**src/rtl/apb_mem_slave_v2.sv**
```systemverilog
// APB4 scratch RAM with byte strobes, fixed wait states and registered response.
// Optional privileged top quarter when APB_SLV_PROT_CHECK_EN is defined.
module apb_mem_slave_v2 #(
  parameter int ADDR_SIZE   = 32,
  parameter int MEM_WIDTH   = 32,
  parameter int MEM_DEPTH   = 64,
  parameter int WAIT_CYCLES = 0,
  parameter int PROT_SIZE   = 3
) (
  input  logic                   PCLK,
  input  logic                   PRESETn,
  input  logic                   SSELX,
  input  logic                   SENABLE,
  input  logic                   SWRITE,
  input  logic [PROT_SIZE-1:0]   SPROT,
  input  logic [MEM_WIDTH/8-1:0] SSTRB,
  input  logic [ADDR_SIZE-1:0]   SADDR,
  input  logic [MEM_WIDTH-1:0]   SWDATA,
  output logic                   SREADY,
  output logic                   SSLVERR,
  output logic [MEM_WIDTH-1:0]   SRDATA
);

  localparam int STRB_SIZE = MEM_WIDTH / 8;
  localparam int LSB       = (STRB_SIZE > 1) ? $clog2(STRB_SIZE) : 0;
  localparam int IW        = $clog2(MEM_DEPTH);
  localparam int PRIV_BASE = MEM_DEPTH - MEM_DEPTH / 4;

  typedef enum logic [1:0] {
    S_IDLE,
    S_WAIT,
    S_RESP
  } state_e;

  state_e               state_q, state_d;
  logic [3:0]           cnt_q, cnt_d;
  logic [IW-1:0]        idx_q, idx_d;
  logic                 err_q, err_d;
  logic                 wr_q, wr_d;
  logic                 ready_q, ready_d;
  logic                 slverr_q, slverr_d;
  logic [MEM_WIDTH-1:0] rdata_q, rdata_d;

  logic [MEM_WIDTH-1:0] mem [MEM_DEPTH];

  logic [IW-1:0] idx_in;
  logic          oor;
  logic          mis;
  logic          priv;
  logic          err_in;

  assign idx_in = SADDR[LSB +: IW];
  assign oor    = |SADDR[ADDR_SIZE-1:LSB+IW];

  generate
    if (LSB > 0) begin : g_align
      assign mis = |SADDR[LSB-1:0];
    end else begin : g_noalign
      assign mis = 1'b0;
    end
  endgenerate

`ifdef APB_SLV_PROT_CHECK_EN
  assign priv = (idx_in >= IW'(PRIV_BASE)) && !SPROT[0];
`else
  logic unused_prot;
  assign unused_prot = ^SPROT;
  assign priv        = 1'b0;
`endif

  assign err_in = oor | mis | priv | (!SWRITE && |SSTRB);

  always_comb begin
    state_d  = state_q;
    cnt_d    = cnt_q;
    idx_d    = idx_q;
    err_d    = err_q;
    wr_d     = wr_q;
    ready_d  = 1'b0;
    slverr_d = 1'b0;
    rdata_d  = '0;
    unique case (state_q)
      S_IDLE: begin
        if (SSELX && SENABLE) begin
          idx_d = idx_in;
          err_d = err_in;
          wr_d  = SWRITE;
          if (WAIT_CYCLES > 0) begin
            state_d = S_WAIT;
            cnt_d   = 4'(WAIT_CYCLES);
          end else begin
            state_d  = S_RESP;
            ready_d  = 1'b1;
            slverr_d = err_in;
            if (!SWRITE && !err_in) rdata_d = mem[idx_in];
          end
        end
      end
      S_WAIT: begin
        if (!SSELX) begin
          state_d = S_IDLE;
          cnt_d   = '0;
        end else if (cnt_q == 4'd1) begin
          state_d  = S_RESP;
          cnt_d    = '0;
          ready_d  = 1'b1;
          slverr_d = err_q;
          if (!wr_q && !err_q) rdata_d = mem[idx_q];
        end else begin
          cnt_d = cnt_q - 4'd1;
        end
      end
      S_RESP: state_d = S_IDLE;
      default: state_d = S_IDLE;
    endcase
  end

  always_ff @(posedge PCLK) begin
    if (!PRESETn) begin
      state_q  <= S_IDLE;
      cnt_q    <= '0;
      idx_q    <= '0;
      err_q    <= 1'b0;
      wr_q     <= 1'b0;
      ready_q  <= 1'b0;
      slverr_q <= 1'b0;
      rdata_q  <= '0;
    end else begin
      state_q  <= state_d;
      cnt_q    <= cnt_d;
      idx_q    <= idx_d;
      err_q    <= err_d;
      wr_q     <= wr_d;
      ready_q  <= ready_d;
      slverr_q <= slverr_d;
      rdata_q  <= rdata_d;
    end
  end

  // Commit on the edge that closes RESP; reset at that edge cancels it
  always_ff @(posedge PCLK) begin
    if (PRESETn && state_q == S_RESP && wr_q && SWRITE && !err_q) begin
      for (int i = 0; i < STRB_SIZE; i++) begin
        if (SSTRB[i]) mem[idx_q][8*i +: 8] <= SWDATA[8*i +: 8];
      end
    end
  end

  assign SREADY  = ready_q;
  assign SSLVERR = slverr_q;
  assign SRDATA  = rdata_q;

endmodule

```
**config.mk**
```make
export PLATFORM = sky130hd
export DESIGN_NAME = apb_mem_slave_v2
export DESIGN_NICKNAME = d
export VERILOG_FILES = /design/src/rtl/apb_mem_slave_v2.sv
export SDC_FILE = /design/constraint.sdc
export NUM_CORES = 2
export LEC_CHECK = 0
export CAP_MARGIN = 10
export CORE_UTILIZATION = 30
export DETAILED_ROUTE_END_ITERATION = 7
export PLACE_DENSITY = 0.55
export SYNTH_ARGS = -nofsm -noshare
export SYNTH_HDL_FRONTEND = slang
export SYNTH_SLANG_ARGS = --single-unit
```
**constraint.sdc**
```tcl
create_clock -name PCLK -period 4.4 [get_ports PCLK]
set_input_delay 0.88 -clock PCLK [delete_from_list [all_inputs] [get_ports PCLK]]
set_output_delay 0.88 -clock PCLK [all_outputs]
set_load 0.03 [all_outputs]
```
======== Word-level counts from Yosys, hierarchy flattened ========
Memory sizes are Yosys's and may differ from the RTL's. A register that Yosys moved wholly into a read port is not among the register bits.
Cells that the tools add are included.
operators by class
  reductions and logical operators ........ 18
  bitwise operators ....................... 2
  multiplexer cells ....................... 34
  $add $sub $neg .......................... 1
  equal/unequal tests ..................... 5
operator list
  cell                 count
  $mux 32              5
  $pmux 32 s2          1
  $reduce_or 24->1     1
  $mux 1               18
  $mux 6               2
  $logic_and 1x1->1    8
  $mux 4               2
  $mux 2               3
  $eq 4x1->1 const B   1
  $logic_not 1->1      4
  $pmux 1 s2           2
  $pmux 2 s2           1
  $reduce_and 2->1     2
  $reduce_or 4->1      1
  $sub 4x1->4 const B  1
  $ne 3x3->1 const B   1
  $eq 2x1->1 const B   1
  $eq 2x2->1 const B   1
  $logic_not 2->1      1
  $ne 2x2->1 const B   1
  $or 1x1->1           2
  $reduce_or 2->1      1
storage, ports and cells
  input bits .............................. 76
  memories kept ........................... 1
  bits in writable memories ............... 2,048
  bits in registers ....................... 48
memories
  name  depth  bits a word  rd ports  clocked after memory_dff  wr ports  RTL line  RTL
  mem   64     32           2         1                         1         44        logic [MEM_WIDTH-1:0] mem [MEM_DEPTH];

======== Logic depth before layout (Yosys ltp) ========
  word-level depth ........................ 8
  mapped depth ............................ 9
  mapped depth without buffers ............ 5

======== Least setup slack after synthesis ========
No wires, ideal clock.
  path type ............................... input to register
  start ................................... in SADDR[2]
  end ..................................... reg rdata_q[12], in the netlist SRDATA[12]
  arrival time ............................ 2,413 ps
  slack ................................... 1,864 ps
  stages on the path ...................... 9
  library setup time ...................... 123 ps
  buffers on the path ..................... 4
  data required time ...................... 4,277 ps
  cells stage by stage .................... buf_2 > buf_6 > buf_6 > buf_4 > mux4_2 > a22oi_1 > nand2_1 > o211ai_2 > o31ai_1
between the ends
  longest elaborated chain between the ends .. 4
ends and longest elaborated chain
  element               RTL line  RTL
  start, declared       17        input logic [ADDR_SIZE-1:0] SADDR,
  $mem_v2 64x32         -
  $mux 32               95        if (!SWRITE && !err_in) rdata_d = mem[idx_in];
  $mux 32               84        if (SSELX && SENABLE) begin
  $pmux 32 s2           82        unique case (state_q)
  end signal, assigned  136       rdata_q <= rdata_d;
  end, declared         42        logic [MEM_WIDTH-1:0] rdata_q, rdata_d;
No other way between the ends.
A chain may end at the register's enable or synchronous reset.

======== Worst setup path in the final report ========
  start ................................... reg idx_q[2]
  end ..................................... mem mem[28][29] (enable)
RTL lines
  element                 RTL line  RTL
  start, declared         37        logic [IW-1:0] idx_q, idx_d;
  start signal, assigned  131       idx_q <= idx_d;
  end, declared           44
No word-level cell before the write port.

==> results.md <==
- CP Buf/Inv Count: 1
- Worst VDD drop: 0.0003830 V
- Register share of total power: 53.7%
- Vias: 39160
- Number of top-level pins: 110
- Finished Cell Area: 92940 µm²
- Mapped cell area: 79050 µm²
- Flop2flop setup slack: 0.66 ns
- Clock transition at path regs: 0.06 ns
- F_max: 267.4 MHz
- P per Cell Area: 438.4 nW/µm²
- Final net count: 4114
- # DRC: 0
- RSZ-0062 raised after global routing: no
- CP Class: reg2reg
- Mapped Avg Cell Area: 22.04 µm²
- Post-route insts no fill: 7736
- Setup violators final: 0
- Final hold violation count: 0
- # rows: 188
- Ys async rst share: 0%
- Status: finished, final reports clean
- Seq/Total Area, Yosys: 78.89%
- H-tree Lvls: 4
- Hold path start: SWDATA[2]
- Sink Count: 2091
- Final core occ: 35.43%
- Routed Antenna Nets: 0
- # port buffers: 106
- Ys Warns: 0
- Crit Path Max Fanout: 9
- PostCTS Resize Cnt: 0
- Routed WL: 218600 µm
- Max Cap Viol: 0
- Total grt overflow: 0
- Crit start category: flip-flop
- Vias/cell: 5.062
- CP endpoint kind: flip-flop
- Reg2reg start: idx_q[2]$_SDFFE_PN0P_
- Switching share of power: 21.27%
- Global-route usage over all layers: 16.34%
- Pre-antenna DRT Iters: 8
- Comb power frac: 4.2%
- Post-synthesis xor/xnor area fraction: 0%
- Share of layout cells above drive strength 1: 28.56%
- Setup repair bufs after CTS: 0
- Crit path largest cell delay: 0.81 ns
- DRT iter0 DRCs: 4651
- Mux share of post-synthesis cell area: 14.72%
- Synth Area in Compound Gates: 2.450%
- Initial Utilization: 30.14%
- WL/cell: 28.25 µm
- Cells after Synth: 3587
- Total die area: 265600 µm²
- CP startpoint: idx_q[2]$_SDFFE_PN0P_
- Period utilization: 85.00%
- Inst Count DP: 7343
- Largest net degree at the start of global routing: 65
- Syn-to-layout area delta: 17.57%
- Fin crit period: 3.740 ns
- Final Power: 40750 µW
- # hold bufs at CTS: 0
- Dpl cell area: 86280 µm²
- Syn_nets: 3663
- Routability cong.: 0.8026
- Largest family of logic cells by synthesized area: multiplexers
- Crit-path slowest cell: nor3b_1
- CTS root buffer: clkbuf_16
- Cell Chain, Critical Path: nor3b_1 > nand2_1 > buf_4 > nor2_1
- Min-Delay Path Class: in2reg
- EDFF count, synth: 2048
- Initial antenna violation count: 33
- Int Power: 32080 µW
- Max-slew headroom: 17.01%
- Switching power: 8669 µW
- Later-pin clock latency in the skew report: 0.87 ns
- Leakage: 0.02850 µW
- Post-Synth Simple-Gate Area: 2.629%
- Fill count: 24170
- Clk pwr share: 42.2%
- Chip Width: 515.3 µm
- Clock skew: 0.07100 ns
- First-pass GRT wire length: 304700 µm
- Worst-Margin Slew: 1.245 ns
- Die Height: 515.3 µm
- Slew Limit Fails: 0
- Worst EP arrival: 4.16 ns
- Yosys cell types: 42
- Register bit total from synthesis: 2091
- Post-synthesis adder-cell area fraction: 0%
- Top Family by Delay on Critical Path: simple AND/OR/NAND/NOR gates
- HPWL after detailed placement: 137600 µm
- CP required: 4.82 ns
- Num CTS Buffers: 207
- CTS tree: yes
- CORE AREA: 262300 µm²
- Max Buffers Root-to-Sink: 3
- Setup TNS: 0 ns
- Vias in the first global route: 39060
- Most used DFF post-synth: edfxtp_1
[placed cells by master (no fill, tap or decap), drive strengths merged, types with 2 or more instances in the layout]
cell	synthesis	final
a21oi	4	4
a22o	37	37
a22oi	8	8
a31oi	2	2
and2	2	2
and3	2	2
and3b	4	4
and4b	2	2
buf	118	385
bufinv	0	12
clkbuf	94	264
clkdlybuf4s50	0	69
clkinv	0	95
clkinvlp	0	6
dfxtp	43	43
diode	0	12
edfxtp	2048	2048
inv	1	4
mux2i	9	9
mux4	512	512
nand2	88	88
nand2b	2	2
nand3	6	6
nand3b	5	5
nand4	3	3
nor2	266	266
nor2b	5	5
nor3	5	5
nor3b	6	6
nor4	67	67
o21ai	2	2
o22ai	233	233
or3	3	3
[path summary, 6_finish.rpt]
| check | cells after the start | endpoint |
|---|---|---|
| setup / recovery | 4 | mem[28][29]$_DFFE_PP_ |
| hold / removal | 1 | mem[4][2]$_DFFE_PP_ |
| setup reg to reg | 4 | mem[28][29]$_DFFE_PP_ |
| hold reg to reg | 1 | err_q$_SDFFE_PN0P_ |
[metal layers]
metal | global-route usage [%] | vias up | routed length, µm
li1 | - | 16110 | -
met1 | 22.24 | 21050 | 90160
met2 | 25.34 | 1585 | 102300
met3 | 3.707 | 377 | 17700
met4 | 6.302 | 32 | 8028
met5 | 0.4749 | - | 339
[kinds of logic after synthesis]
| group | count (synthesis) |
|---|---|
| AOI/OAI and AO/OA | 292 |
| buffers and inverters | 213 |
| DFF | 2091 |
| muxes | 522 |
| and+or+nand+nor | 469 |
[power groups by stage]
| stage | Sequential (µW) | Clock (µW) | Combinational [µW] |
|---|---|---|---|
| after global routing | 21900 | 18300 | 1790 |
| after CTS | 21900 | 17500 | 1720 |
| after detailed placement | 22300 | 0 | 1720 |
| after floorplan | 22300 | 0 | 875 |
| after global placement | 22300 | 0 | 1700 |
| final | 21900 | 17200 | 1700 |
[registers in the layout, indices dropped and copies added (netlist names)]
| name | flops |
|---|---|
| SRDATA | 32 |
| SREADY | 1 |
| SSLVERR | 1 |
| err_q | 1 |
| idx_q | 6 |
| mem | 2048 |
| state_q | 1 |
| wr_q | 1 |
[area by class of cell]
class	count	area, µm²	area share [%]
Tap cell	3515	4398	4.732
Multi-Input combinational cell	1283	15700	16.89
Antenna cell	12	30.03	0.03231
Inverter	1	3.754	0.004039
Clock buffer	264	5529	5.949
Clock inverter	116	1066	1.147
Sequential cell	2091	62360	67.10
Timing Repair Buffer	454	3851	4.144
[synthesized netlist by cell type (all sizes together) (6+ instances only)]
| cell type | number | share of area (%) |
|---|---|---|
| dfxtp | 43 | 1.1 |
| mux2i | 9 | 0.11 |
| a22o | 37 | 0.41 |
| a22oi | 8 | 0.076 |
| nand2 | 88 | 0.42 |
| clkbuf | 94 | 0.45 |
| nor4 | 67 | 0.53 |
| nor3b | 6 | 0.057 |
| buf | 118 | 0.87 |
| nand3 | 6 | 0.038 |
| nor2 | 266 | 1.3 |
| mux4 | 512 | 15 |
| o22ai | 233 | 1.8 |
| edfxtp | 2048 | 78 |
[stage by stage]
stage / setup WS (ns) / hold slack [ns]
floorplan: 1.864 / 0.4348
global placement: 0.7419 / 0.4535
detailed placement: 0.6729 / 0.4760
CTS: 0.8144 / 0.1288
global route: 0.6248 / 0.1558
finish: 0.6600 / 0.2088
Power figures use the tool's default switching activity.
